File: src/rtl/fp_scan_pkg.sv
// Shared types and constants for the front-panel readback scanner.
package fp_scan_pkg;

    localparam int DATA_W    = 8;   // fpd bus width
    localparam int SLOT_W    = 4;   // slot index width
    localparam int CNT_W     = 4;   // settle/gap phase counter width
    localparam int MAX_SLOTS = 16;  // strobe lines and shadow entries per bank

    typedef enum logic [1:0] {
        ST_IDLE,
        ST_STROBE,
        ST_GAP,
        ST_SWAP
    } state_e;

    // Readback slot assignment on the front-panel bus.
    localparam logic [SLOT_W-1:0] SLOT_PCH   = 4'd0;
    localparam logic [SLOT_W-1:0] SLOT_PCL   = 4'd1;
    localparam logic [SLOT_W-1:0] SLOT_DRH   = 4'd2;
    localparam logic [SLOT_W-1:0] SLOT_DRL   = 4'd3;
    localparam logic [SLOT_W-1:0] SLOT_ACH   = 4'd4;
    localparam logic [SLOT_W-1:0] SLOT_ACL   = 4'd5;
    localparam logic [SLOT_W-1:0] SLOT_SPH   = 4'd6;
    localparam logic [SLOT_W-1:0] SLOT_SPL   = 4'd7;
    localparam logic [SLOT_W-1:0] SLOT_IRH   = 4'd8;
    localparam logic [SLOT_W-1:0] SLOT_IRL   = 4'd9;
    localparam logic [SLOT_W-1:0] SLOT_FLAGS = 4'd10;
    localparam logic [SLOT_W-1:0] SLOT_UA0   = 4'd11;
    localparam logic [SLOT_W-1:0] SLOT_UC0   = 4'd12;
    localparam logic [SLOT_W-1:0] SLOT_UC1   = 4'd13;
    localparam logic [SLOT_W-1:0] SLOT_UC2   = 4'd14;
    localparam logic [SLOT_W-1:0] SLOT_ARH   = 4'd15;

    // Active-low one-hot strobe pattern for a slot.
    function automatic logic [MAX_SLOTS-1:0] strobe_mask(input logic [SLOT_W-1:0] slot);
        strobe_mask       = '1;
        strobe_mask[slot] = 1'b0;
    endfunction

endpackage

File: src/rtl/fp_shadow_ram.sv
// Double-buffered 16x8 shadow store: the scanner writes the back bank while
// the host reads a stable frame from the front bank.
module fp_shadow_ram
    import fp_scan_pkg::*;
(
    input  logic              clk1,
    input  logic              nreset,
    input  logic              bank_sel,   // selects the front bank; back is the other one
    input  logic              wr_en,
    input  logic [SLOT_W-1:0] wr_addr,
    input  logic [DATA_W-1:0] wr_data,
    input  logic [SLOT_W-1:0] rd_addr,
    input  logic              rd_valid,   // low for slots outside the scanned range
    output logic [DATA_W-1:0] rd_data
);

    logic [DATA_W-1:0] mem_q [2][MAX_SLOTS];
    logic [DATA_W-1:0] mem_d [2][MAX_SLOTS];
    logic [DATA_W-1:0] rd_data_q, rd_data_d;
    logic              back_sel;

    assign back_sel = ~bank_sel;
    assign rd_data  = rd_data_q;

    // Next-state of the storage (back-bank write) and the front-bank read.
    always_comb begin
        // NOTE: combinational blocks use blocking '=' and assign every output a default first, so no latch is inferred.
        mem_d     = mem_q;
        rd_data_d = '0;
        if (wr_en) begin
            mem_d[back_sel][wr_addr] = wr_data;
        end
        if (rd_valid) begin
            rd_data_d = mem_q[bank_sel][rd_addr];
        end
    end

    // Storage and read register.
    always_ff @(posedge clk1 or negedge nreset) begin
        // NOTE: both banks are flops with async reset so a snapshot read right after reset is defined as zero; sequential state uses non-blocking '<='.
        if (!nreset) begin
            mem_q     <= '{default: '0};
            rd_data_q <= '0;
        end else begin
            mem_q     <= mem_d;
            rd_data_q <= rd_data_d;
        end
    end

endmodule

File: src/rtl/fp_scanner.sv
// Front-panel readback scanner: strobes each card slot in turn, samples fpd
// into the back bank and swaps banks once per complete frame.
module fp_scanner
    import fp_scan_pkg::*;
#(
    parameter int NSLOTS = 16,  // slots scanned per frame (2..16)
    parameter int SETTLE = 4,   // strobe-low cycles before sampling (1..15)
    parameter int GAP    = 2    // all-high turnaround cycles between slots (1..15)
) (
    input  logic                 clk1,
    input  logic                 nreset,
    input  logic                 run,
    input  logic                 single,
    input  logic [DATA_W-1:0]    fpd,
    output logic [MAX_SLOTS-1:0] nfpstb,
    output logic                 busy,
    output logic                 frame_done,
    output logic [7:0]           frame_cnt,
    input  logic [SLOT_W-1:0]    rd_addr,
    output logic [DATA_W-1:0]    rd_data
);

    localparam logic [SLOT_W-1:0] LAST_SLOT   = SLOT_W'(NSLOTS - 1);
    localparam logic [CNT_W-1:0]  SETTLE_LAST = CNT_W'(SETTLE - 1);
    localparam logic [CNT_W-1:0]  GAP_LAST    = CNT_W'(GAP - 1);

    state_e                state_q, state_d;
    logic [SLOT_W-1:0]     slot_q, slot_d;
    logic [CNT_W-1:0]      cnt_q, cnt_d;
    logic                  pending_q, pending_d;
    logic                  bank_sel_q, bank_sel_d;
    logic [7:0]            frame_cnt_q, frame_cnt_d;
    logic [MAX_SLOTS-1:0]  nfpstb_q, nfpstb_d;
    logic                  busy_q, busy_d;
    logic                  frame_done_q, frame_done_d;
    logic                  wr_en;
    logic                  rd_valid;

    assign nfpstb     = nfpstb_q;
    assign busy       = busy_q;
    assign frame_done = frame_done_q;
    assign frame_cnt  = frame_cnt_q;
    assign rd_valid   = int'(rd_addr) < NSLOTS;

    // Next-state logic; strobe and status outputs are decoded from the next
    // state so they leave flops cleanly and release on reset.
    always_comb begin
        state_d     = state_q;
        slot_d      = slot_q;
        cnt_d       = cnt_q;
        pending_d   = pending_q | single;
        bank_sel_d  = bank_sel_q;
        frame_cnt_d = frame_cnt_q;
        wr_en       = 1'b0;

        case (state_q)
            ST_IDLE: begin
                if (run || pending_q || single) begin
                    state_d   = ST_STROBE;
                    slot_d    = '0;
                    cnt_d     = '0;
                    pending_d = 1'b0;
                end
            end
            ST_STROBE: begin
                if (cnt_q == SETTLE_LAST) begin
                    wr_en   = 1'b1;     // strobe is still low at this edge
                    cnt_d   = '0;
                    state_d = ST_GAP;
                end else begin
                    cnt_d = cnt_q + CNT_W'(1);
                end
            end
            ST_GAP: begin
                if (cnt_q == GAP_LAST) begin
                    cnt_d = '0;
                    if (slot_q == LAST_SLOT) begin
                        state_d     = ST_SWAP;
                        frame_cnt_d = frame_cnt_q + 8'd1;
                    end else begin
                        slot_d  = slot_q + SLOT_W'(1);
                        state_d = ST_STROBE;
                    end
                end else begin
                    cnt_d = cnt_q + CNT_W'(1);
                end
            end
            ST_SWAP: begin
                bank_sel_d = ~bank_sel_q;
                cnt_d      = '0;
                slot_d     = '0;
                if (run || pending_q) begin
                    state_d   = ST_STROBE;
                    pending_d = 1'b0;
                end else begin
                    state_d = ST_IDLE;
                end
            end
            default: state_d = ST_IDLE;
        endcase

        nfpstb_d     = (state_d == ST_STROBE) ? strobe_mask(slot_d) : '1;
        busy_d       = (state_d != ST_IDLE);
        frame_done_d = (state_d == ST_SWAP);
    end

    // State, counters and registered outputs.
    always_ff @(posedge clk1 or negedge nreset) begin
        if (!nreset) begin
            state_q      <= ST_IDLE;
            slot_q       <= '0;
            cnt_q        <= '0;
            pending_q    <= 1'b0;
            bank_sel_q   <= 1'b0;
            frame_cnt_q  <= '0;
            nfpstb_q     <= '1;
            busy_q       <= 1'b0;
            frame_done_q <= 1'b0;
        end else begin
            state_q      <= state_d;
            slot_q       <= slot_d;
            cnt_q        <= cnt_d;
            pending_q    <= pending_d;
            bank_sel_q   <= bank_sel_d;
            frame_cnt_q  <= frame_cnt_d;
            nfpstb_q     <= nfpstb_d;
            busy_q       <= busy_d;
            frame_done_q <= frame_done_d;
        end
    end

    fp_shadow_ram u_shadow (
        .clk1     (clk1),
        .nreset   (nreset),
        .bank_sel (bank_sel_q),
        .wr_en    (wr_en),
        .wr_addr  (slot_q),
        .wr_data  (fpd),
        .rd_addr  (rd_addr),
        .rd_valid (rd_valid),
        .rd_data  (rd_data)
    );

endmodule

File: config.mk
export PLATFORM = sky130hd
export DESIGN_NAME = fp_scanner
export DESIGN_NICKNAME = d
export VERILOG_FILES = /design/src/rtl/fp_scan_pkg.sv /design/src/rtl/fp_shadow_ram.sv /design/src/rtl/fp_scanner.sv
export SDC_FILE = /design/constraint.sdc
export NUM_CORES = 1
export LEC_CHECK = 0
export CAP_MARGIN = 20
export CORE_UTILIZATION = 56
export DETAILED_ROUTE_END_ITERATION = 12
export PLACE_DENSITY = 0.72
export SKIP_CTS_REPAIR_TIMING = 1
export SYNTH_ARGS = -nofsm -noshare
export SYNTH_HDL_FRONTEND = slang
export SYNTH_HIERARCHICAL = 1
export SYNTH_SLANG_ARGS = --single-unit
File: constraint.sdc
create_clock -name clk1 -period 3.1 [get_ports clk1]
set_input_delay 0.62 -clock clk1 [delete_from_list [all_inputs] [get_ports clk1]]
set_output_delay 0.62 -clock clk1 [all_outputs]
set_load 0.01 [all_outputs]
# Word-level counts from Yosys, hierarchy flattened
# Index checks and enable logic that the tools add are counted.
[totals]
in_bits = 16
out_inout_bits = 34
register_bits = 302
[classes]
n_addsub = 3
n_lt_le_gt_ge = 8
n_mux = 33
bitwise_logic = 7
eq_ne = 9
n_reduce_logical = 8
[ops]
columns = ["operator", "count"]
rows = [
  ["$mux 128", 4],
  ["$bwmux 256", 1],
  ["$demux 128 s1", 1],
  ["$bmux 8 s4", 1],
  ["$demux 8 s4", 1],
  ["$mux 4", 6],
  ["$mux 8", 3],
  ["$mux 16", 1],
  ["$not 16->16", 1],
  ["$pmux 4 s4", 1],
  ["$pmux 4 s3", 1],
  ["$ge 5x5->1 const B", 2],
  ["$not 4->5", 2],
  ["$add 4x1->4 const B", 2],
  ["$add 8x1->8 const B", 1],
  ["$mux 2", 4],
  ["$pmux 2 s4", 1],
  ["$eq 2x2->1 const B", 3],
  ["$mux 1", 6],
  ["$lt 4x5->1 const B", 1],
  ["$lt 5x1->1 const B", 1],
  ["$demux 1 s4", 1],
  ["$eq 2x1->1 const B", 2],
  ["$eq 4x1->1 const B", 1],
  ["15 further kinds", 20],
]

# Depth between registers and ports, before layout
# Gate-level depths: netlist (run 1).
[depth]
ltp_word = 10
ltp_mapped = 9

# Modules after synthesis
# Netlist (run 1), hierarchy kept.
[by_module_without_submodules]
columns = ["mod", "seq_area_each_um2", "n_inst", "cells_each", "area_per_inst_um2"]
rows = [
  ["fp_shadow_ram", 6606.3, 1, 750, 12219.2],
  ["fp_scanner", 970.9, 1, 163, 1840.5],
]

# Worst setup path after synthesis (run 1)
# Ideal clock, no wire load.
[synth_path]
kind = "reg2reg"
start = "reg cnt_q[1]"
end = "reg u_shadow/mem_q[224] in the netlist's numbering"
path_buffers = 1
path_stages_with_launch = 9
required_time_ns = 2.975
arrival_ns = 2.320
setup_ns = 0.125
path_slack_ns = 0.655
cell_sequence = "dfrtp_1 > ha_1 > nor3b_1 > and2_1 > nand2b_4 > nor3b_4 > and3_4 > buf_12 > mux2_4"
[synth_via]
elab_chain_cells = 3
[synth_lines]
columns = ["item", "line", "rtl"]
rows = [
  ["start, declared", "fp_scanner.sv:29", "logic [CNT_W-1:0] cnt_q, cnt_d;"],
  ["start signal, assigned", "fp_scanner.sv:122", "cnt_q <= cnt_d;"],
  ["$eq 4x2->1", "fp_scanner.sv:66", "if (cnt_q == SETTLE_LAST) begin"],
  ["$mux 1", "fp_scanner.sv:66", ""],
  ["$mux 1", "fp_scanner.sv:56", "case (state_q)"],
  ["net wr_en", "fp_scanner.sv:36", "logic wr_en;"],
  ["end signal, assigned", "fp_shadow_ram.sv:45", "mem_q <= mem_d;"],
  ["end, declared", "fp_shadow_ram.sv:17", "logic [DATA_W-1:0] mem_q [2][MAX_SLOTS];"],
]
# The timed path passes the listed nets, and every way through them passes these cells.
# A chain may end at the register's enable or synchronous reset.

# Final worst setup path (run 1)
[layout_path]
start = "reg cnt_q[1]"
end = "reg u_shadow/mem_q[71] in the netlist's numbering"
# The elaborated chain is that of the path after synthesis.

==> results_dict.tcl, run 1 <==
set metrics [dict create \
    clkLatencyLatePin_ps 510 \
    synthCells 913 \
    clock_skew_ps 9.77 \
    tightest_slew_ps 896 \
    die_h_um 160 \
    async_reset_ff_share_pct 100 \
    seq_area_mm2 0.00758 \
    reg2reg_depth 7 \
    p_int_uw 7190 \
    end_kind "register" \
    hold_viol 0 \
    layout.nets 1004 \
    routed_via_density 5.98 \
    yosysMostFrequentCell "dfrtp_1" \
    avgRoutedWirePerCell_um 22.5 \
    critPathKind "reg -> reg" \
    grt_overflow 0 \
    dpl.hpwl_mm 19.4 \
    drtPass1Iterations 4 \
    ant_nets 0 \
    post_synth_num_cell_types 62 \
    grt_use_total_pct 24.5 \
    p_sw_share_pct 25.1 \
    start_util_pct 57.5 \
    stdcell_count 1327 \
    syn_area_mm2 0.0141 \
    path_clk_slew_ps 60 \
    fmax_ghz 0.373 \
    routed_wl_mm 29.8 \
    grt_pass1_vias 8403 \
    critPathArrivalTime_ps 3070 \
    dieArea_mm2 0.0257 \
    drc 0 \
    synth.area.top_cells "dfrtp_1 51%, mux2_2 21%, mux4_2 10%, dfstp_2 3.0%, clkbuf_1 0.91%" \
    final.fill_count 1796 \
    grt_antenna_before_repair 0 \
    area_growth_pct 14.9 \
    layout-drive-gt1-share_pct 50.5 \
    relSlewSlack_pct 40.1 \
    clkSinkCount 302 \
    p_switching_uw 2410 \
    synthTopCellsByCount "286 x dfrtp_1, 266 x mux2_2, 64 x mux4_2, 34 x clkbuf_1, 19 x nand3_1" \
    power_density_mw_per_mm2 594 \
    leakage_uw 0.00731 \
    cts_made_buffers 35 \
    critPathMaxFanout 8 \
    diodes 0 \
    max_cap_viol_count 0 \
    syn-num-nets 938 \
    yosys_register_bits 302 \
    min_period_over_period_pct 86.4 \
    grt_pass1_wl_mm 48.4 \
    power_frac_clock_pct 41.1 \
    worst_setup_path_start_kind "register" \
    netlist.area_leader.share_pct 50.9 \
    cts_tree "built" \
    seq_power_share_pct 45.0 \
    ys.flop_type "dfrtp_1" \
    clockBufferDepth 3 \
    grt_setup_unrepaired "false" \
    multi_input_area_mm2 0.00616 \
    yosys.area.top_type "dfrtp_1" \
    drtIter0Drc 435 \
    synth_enable_flop_cells 0 \
    yosysSeqAreaShare_pct 53.9 \
    synth_warnings 6 \
    rows 57 \
    vdd_drop_max_mv 0.392 \
    reg2reg_from "cnt_q[1]$_DFFE_PN0P_" \
    hp-class "in -> async" \
    syn_avg_cell_area_um2 15.4 \
    layout_min_cycle_time_ps 2680 \
    post-place-cells 1266 \
    drv_slew 0 \
    ios 50 \
    vias 7942 \
    setup_viol 0 \
    setup_tns_ps 0 \
    status "finished, final reports clean" \
    r2r_slack_ps 420 \
    pwr-share-comb_pct 13.9 \
    rr_endpoint "u_shadow/mem_q[71]$_DFFE_PN0P_" \
    coreArea_mm2 0.0245 \
    required_ps 3490 \
    grt_start_max_net_pins 79 \
    root_buffer "clkbuf_16" \
    htree_levels 2 \
    io_buffer_count 49 \
    fp.dieW_um 160 \
    gp_congestion 0.827 \
]
-- state kept, by name (all words and copies together) (netlist names) --
register and flops:
state_q 2, slot_q 4, nfpstb 16, frame_cnt 8, pending_q 1, busy 1, u_shadow/rd_data 8, bank_sel_q 1
cnt_q 4, frame_done 1, u_shadow/mem_q 256
-- how the worst max path moves through the flow --
stage | from | endpoint | slack (ps)
2_1_floorplan | cnt_q[1]$_DFFE_PN0P_ | u_shadow/mem_q[224]$_DFFE_PN0P_ | 650
3_3_place_gp | cnt_q[1]$_DFFE_PN0P_ | u_shadow/mem_q[4]$_DFFE_PN0P_ | 490
3_5_place_dp | cnt_q[1]$_DFFE_PN0P_ | u_shadow/mem_q[64]$_DFFE_PN0P_ | 440
4_1_cts | cnt_q[1]$_DFFE_PN0P_ | u_shadow/mem_q[7]$_DFFE_PN0P_ | 430
5_1_grt | cnt_q[1]$_DFFE_PN0P_ | u_shadow/mem_q[71]$_DFFE_PN0P_ | 200
6_report | cnt_q[1]$_DFFE_PN0P_ | u_shadow/mem_q[71]$_DFFE_PN0P_ | 420
-- metal layers --
metal | global-route usage [%] | vias up | share of wire [%]
li1 | - | 3519 | -
met1 | 35.4 | 4232 | 46
met2 | 38.4 | 147 | 47
met3 | 4.00 | 44 | 4.2
met4 | 7.62 | 0 | 2.3
met5 | 0 | - | 0
-- power groups by stage --
stage / Sequential [uW] / Combinational, uW / Clock, uW
finish: 4330 / 1330 / 3950
floorplan: 4300 / 984 / 0
global route: 4360 / 1450 / 4190
global placement: 4400 / 1310 / 0
detailed placement: 4400 / 1340 / 0
CTS: 4330 / 1340 / 4040
-- per-stage QoR --
stage | cell area, um2 | hold slack [ps] | utilization (%) | total power [uW] | worst slack [ps]
after detailed placement | 15000 | 462 | 61.5 | 5740 | 436
final | 16200 | 95.0 | 66.1 | 9610 | 421
after CTS | 16200 | 118 | 66.1 | 9720 | 428
after floorplan | 14100 | 324 | - | 5290 | 655
after global routing | 16200 | 156 | 66.1 | 10000 | 205
after global placement | 15000 | 456 | 61.5 | 5710 | 493
-- placed cells by master (no fill, tap or decap), drive strengths merged, types with 8 or more instances in the layout --
cell type / instances
dfrtp: 286
mux2: 277
mux4: 64
clkbuf: 56
clkdlybuf4s50: 46
buf: 42
nand2: 29
nor2: 24
nand3: 20
dfstp: 16
nor2b: 12
a31oi: 10
ha: 9
o221ai: 9
o21ai: 9
a22oi: 8
inv: 8
-- worst max-delay path, stage by stage, from the launching register on --
cell and delay, ps:
dfrtp_1 400, ha_1 200, nor3b_1 310, and2_1 460
nand2b_4 150, nor3b_4 280, and2b_1 380, mux2_2 380
-- kinds of logic (layout without fill, tap and decap cells) --
| family | Yosys count | count (layout) | synth area share, % |
|---|---|---|---|
| multiplexers | 346 | 346 | 33.0 |
| flip-flops | 302 | 302 | 53.9 |
| AND/OR/NAND/NOR | 133 | 133 | 6.95 |
| buffers and inverters | 66 | 156 | 2.27 |
| AO/OA/AOI/OAI | 48 | 48 | 2.55 |
| adder cells (fa/ha/maj) | 9 | 9 | 0.801 |
| XOR/XNOR | 8 | 8 | 0.498 |
| other | 1 | 1 | 0.0267 |
-- area by class of cell --
class / count / area share, %
flip-flops and latches: 302 / 46.9
multi-input cells: 545 / 38.1
clock buffers: 56 / 6.73
repair buffers: 88 / 5.37
well taps: 324 / 2.51
clock inverters: 5 / 0.194
inverters: 7 / 0.163
Power figures use the tool's default switching activity.
==> inputs of run 2 (changes only) <==
- CAP_MARGIN: 20 -> unset
- GPL_TIMING_DRIVEN: unset -> 0
- SKIP_CTS_REPAIR_TIMING: 1 -> unset
==> run 2 against run 1 <==
  * Total power increased by 1.9%
  * Routed wire length increased by 12%
  * Utilization increased by 0.11 points
  * Highest routed layer unchanged
  * Critical endpoint is now u_shadow/mem_q[3]$_DFFE_PN0P_
  * Die area unchanged
==> results_dict.tcl, run 2 (synthesized netlist as in run 1, its figures left out) <==
set metrics [dict create \
    status "finished, final reports clean" \
    final.fill_count 1729 \
    root_buffer "clkbuf_16" \
    grt_pass1_wl_mm 51.3 \
    layout.nets 1023 \
    timing.critical_path.slowest_cell_delay_ps 590 \
    power_frac_clock_pct 41.5 \
    grt_start_max_net_pins 118 \
    ant_nets 0 \
    seq_power_share_pct 43.4 \
    cp_slowest_cell "nor2_2" \
    required_ps 3490 \
    die_h_um 160 \
    dieArea_mm2 0.0257 \
    grt_busiest_layer "met2" \
    gp_congestion 0.863 \
    clockBufferDepth 3 \
    clkSinkCount 302 \
    placed_area_mm2 0.0150 \
    diodes 0 \
    grt_use_total_pct 27.1 \
    htree_levels 2 \
    io_buffer_count 46 \
    grt_overflow 0 \
    p_switching_uw 2480 \
    ios 50 \
    grt_pass1_vias 8479 \
    drv_slew 0 \
    critPathArrivalTime_ps 3100 \
    clock_skew_ps 11.3 \
    layout_min_cycle_time_ps 2710 \
    drtIter0Drc 607 \
    area_growth_pct 15.1 \
    hp-class "in -> async" \
    critPathMaxFanout 8 \
    cts_tree "built" \
    grtUsageMet1_pct 39.3 \
    min_period_over_period_pct 87.3 \
    avgRoutedWirePerCell_um 24.9 \
    drc 0 \
    cts_made_buffers 34 \
    layout-drive-gt1-share_pct 48.3 \
    start_util_pct 57.5 \
    final_cell_mix "286 x dfrtp_1, 266 x mux2_2, 64 x mux4_2" \
    routed_via_density 6.14 \
    fin_area_mm2 0.0162 \
    cp_top_family "simple AND/OR/NAND/NOR gates" \
    vdd_drop_max_mv 0.585 \
    total_power_uw 9790 \
    path_cells "ha_1 > nor3b_1 > and2_2 > nand4b_4 > nor2_2 > mux2_2" \
    groute.layer.met3.usage_pct 4.88 \
    leakage_uw 0.00726 \
    relSlewSlack_pct 39.0 \
    critPathKind "reg -> reg" \
    dpl.hpwl_mm 21.8 \
    p_sw_share_pct 25.4 \
    fp.dieW_um 160 \
    grt_setup_unrepaired "false" \
    coreArea_mm2 0.0245 \
    grt_antenna_before_repair 0 \
    power_density_mw_per_mm2 605 \
    end_kind "register" \
    path_buf_inv 0 \
    vias 8268 \
    final_common_cell "dfrtp_1" \
    largest_reg_flops 256 \
    holdBufCountCts 0 \
    path_clk_slew_ps 60 \
    drtPass1Iterations 5 \
    p_int_uw 7300 \
    max_cap_viol_count 0 \
    setup_viol 0 \
    fmax_ghz 0.369 \
    routed_wl_mm 33.5 \
    hold_viol 0 \
    registers.top_by_ff_count "u_shadow/mem_q" \
    use_met2_pct 41.8 \
    clkLatencyLatePin_ps 510 \
    rows 57 \
    worst_setup_path_start_kind "register" \
    tightest_slew_ps 914 \
    pwr-share-comb_pct 15.0 \
]
run 2: power by group through the flow:
stage / registers [uW] / clock network, uW / logic [uW]
detailed placement: 4320 / 0 / 1470
global route: 4270 / 4300 / 1580
global placement: 4320 / 0 / 1450
CTS: 4250 / 4130 / 1480
floorplan: 4300 / 0 / 984
finish: 4250 / 4060 / 1470
run 2: worst paths after layout:
path                                         from                              end  slack (ps)  cells past startpoint
max                          cnt_q[1]$_DFFE_PN0P_    u_shadow/mem_q[3]$_DFFE_PN0P_         390                      6
min                                        nreset                   busy$_DFF_PN0_         140                      1
max reg2reg                  cnt_q[1]$_DFFE_PN0P_    u_shadow/mem_q[3]$_DFFE_PN0P_         390                      6
min reg2reg                bank_sel_q$_DFFE_PN0N_           bank_sel_q$_DFFE_PN0N_         460                      1
max in group asynchronous                  nreset  u_shadow/mem_q[140]$_DFFE_PN0P_        1500                      3
min in group clk1          bank_sel_q$_DFFE_PN0N_           bank_sel_q$_DFFE_PN0N_         460                      1
run 2: repair_timing:
action / CTS / global route
resized for setup: 0 / 5
hold endpoints to repair: 0 / 0
endpoints found under the setup margin: 0 / 46
setup buffers: 0 / 1
run 2: per-stage QoR:
stage,setup TNS [ps],cells,setup WS (ps),hold slack [ps],util (%)
2_1_floorplan,0,913,655,324,-
3_3_place_gp,-3440440,1283,-11640,455,61.0
3_5_place_dp,0,1285,54.9,465,61.3
4_1_cts,0,1345,21.2,159,66.0
5_1_grt,0,1346,211,199,66.2
6_report,0,1346,393,142,66.2
run 2: final cells by class:
| cell class | count | area [um2] | share of cell area, % |
|---|---|---|---|
| Buffer | 59 | 293 | 1.81 |
| Clock buffer | 54 | 1100 | 6.79 |
| Clock inverter | 6 | 55.1 | 0.340 |
| Inverter | 7 | 26.3 | 0.162 |
| Multi-Input combinational cell | 545 | 6190 | 38.2 |
| Sequential cell | 302 | 7580 | 46.8 |
| Tap cell | 324 | 405 | 2.50 |
| Timing Repair Buffer | 49 | 541 | 3.34 |
run 2: per-layer routing:
| layer | up-vias | routed length, um |
|---|---|---|
| li1 | 3577 | - |
| met1 | 4382 | 15100 |
| met2 | 240 | 15500 |
| met3 | 69 | 1920 |
| met4 | 0 | 1020 |
| met5 | - | 0 |
==> inputs of run 3 (changes only) <==
- CTS_BUF_LIST: unset -> sky130_fd_sc_hd__clkbuf_4 sky130_fd_sc_hd__clkbuf_8 sky130_fd_sc_hd__clkbuf_16
==> run 3 against run 2 <==
  * Sequential power about the same
  * Cell count unchanged
  * Register-to-register slack about the same
  * Critical endpoint unchanged
  * Largest power group unchanged
==> results_dict.tcl, run 3 (synthesized netlist as in run 1, its figures left out) <==
set metrics [dict create \
    layout-drive-gt1-share_pct 48.9 \
    largest_reg_flops 256 \
    vias 8229 \
    final.fill_count 1730 \
    rows 57 \
    clkLatencyLatePin_ps 510 \
    drtIter0Drc 623 \
    critPathArrivalTime_ps 3100 \
    grt_use_total_pct 27.2 \
    layout.nets 1023 \
    cts_made_buffers 34 \
    dpl.hpwl_mm 21.8 \
    drtPass1Iterations 5 \
    path_clk_slew_ps 60 \
    drc 0 \
    min_period_over_period_pct 87.4 \
    grt_pass1_wl_mm 51.5 \
    max_cap_viol_count 0 \
    die_h_um 160 \
    root_buffer "clkbuf_16" \
    end_kind "register" \
    fin_area_mm2 0.0162 \
    clkSinkCount 302 \
    leakage_uw 0.00728 \
    required_ps 3490 \
    hold_viol 0 \
    grt_pass1_vias 8487 \
    final_cell_mix "286 x dfrtp_1, 266 x mux2_2, 64 x mux4_2" \
    clock_skew_ps 11.3 \
    relSlewSlack_pct 38.6 \
    setup_viol 0 \
    coreArea_mm2 0.0245 \
    gp_congestion 0.863 \
    layout_min_cycle_time_ps 2710 \
    ant_nets 0 \
    critPathMaxFanout 8 \
    routed_wl_mm 33.6 \
    tightest_slew_ps 921 \
    critPathKind "reg -> reg" \
    vdd_drop_max_mv 0.585 \
    grt_setup_unrepaired "false" \
    grt_antenna_before_repair 0 \
    io_buffer_count 46 \
    grt_start_max_net_pins 118 \
    cts_tree "built" \
    power_density_mw_per_mm2 607 \
    avgRoutedWirePerCell_um 25.0 \
    diodes 0 \
    routed_via_density 6.11 \
    total_power_uw 9840 \
    dieArea_mm2 0.0257 \
    placed_area_mm2 0.0150 \
    registers.top_by_ff_count "u_shadow/mem_q" \
    fmax_ghz 0.369 \
    status "finished, final reports clean" \
    htree_levels 2 \
    clockBufferDepth 3 \
    holdBufCountCts 0 \
    grt_overflow 0 \
    final_common_cell "dfrtp_1" \
    fp.dieW_um 160 \
    worst_setup_path_start_kind "register" \
    area_growth_pct 15.3 \
    start_util_pct 57.5 \
    drv_slew 0 \
    ios 50 \
    hp-class "in -> async" \
]
run 3: cell counts in the layout (fill, tap and decap cells not counted):
No cell type changed its count.
run 3: metal layers:
layer	vias to the layer above	global-route usage [%]	share of wire [%]
met1	4355	39.3	45
met5	-	0	0
met2	242	42.1	46
met4	0	8.66	2.8
met3	59	5.14	5.9
li1	3573	-	-
run 3: path summary, 6_finish.rpt:
check	startpoint	end	slack, ps	depth (start not counted)
hold reg to reg	bank_sel_q$_DFFE_PN0N_	bank_sel_q$_DFFE_PN0N_	460	1
hold / removal	nreset	busy$_DFF_PN0_	140	1
min in group clk1	bank_sel_q$_DFFE_PN0N_	bank_sel_q$_DFFE_PN0N_	460	1
max in group asynchronous	nreset	u_shadow/mem_q[150]$_DFFE_PN0P_	1510	3
setup / recovery	cnt_q[1]$_DFFE_PN0P_	u_shadow/mem_q[3]$_DFFE_PN0P_	390	6
setup reg to reg	cnt_q[1]$_DFFE_PN0P_	u_shadow/mem_q[3]$_DFFE_PN0P_	390	6
run 3: repair_timing:
item                       CTS  global route
gates resized for setup      0             5
buffers inserted             0             1
setup endpoints to repair    0            46
run 3: through the flow:
step                worst slack [ps]  instances  utilization [%]  hold WS (ps)   TNS, ps
floorplan                        655        913                -           324         0
global placement              -11640       1283             61.0           455  -3440440
detailed placement              54.9       1285             61.3           465         0
CTS                             21.2       1345             66.1           159         0
global route                     205       1346             66.3           199         0
finish                           390       1346             66.3           141         0
run 3: layout make-up:
cell class                      count  area, um2  area share (%)
Timing Repair Buffer               49        541            3.33
Clock buffer                       54       1120            6.92
Clock inverter                      6       55.1           0.340
Sequential cell                   302       7580            46.7
Buffer                             59        293            1.81
Inverter                            7       26.3           0.162
Tap cell                          324        405            2.50
Multi-Input combinational cell    545       6190            38.2
run 3: worst max-delay path: stages (launching register included):
cell	delay [ps]
dfrtp_1	400
ha_1	210
nor3b_1	350
and2_2	420
nand4b_4	200
nor2_2	590
mux2_2	410
run 3: where the power goes:
group	switching (uW)	internal (uW)	leakage, uW	total [uW]
Clock	1550	2560	0.000596	4110
Combinational	823	650	0.00276	1470
Sequential	110	4140	0.00392	4250
Total	2480	7350	0.00728	9840
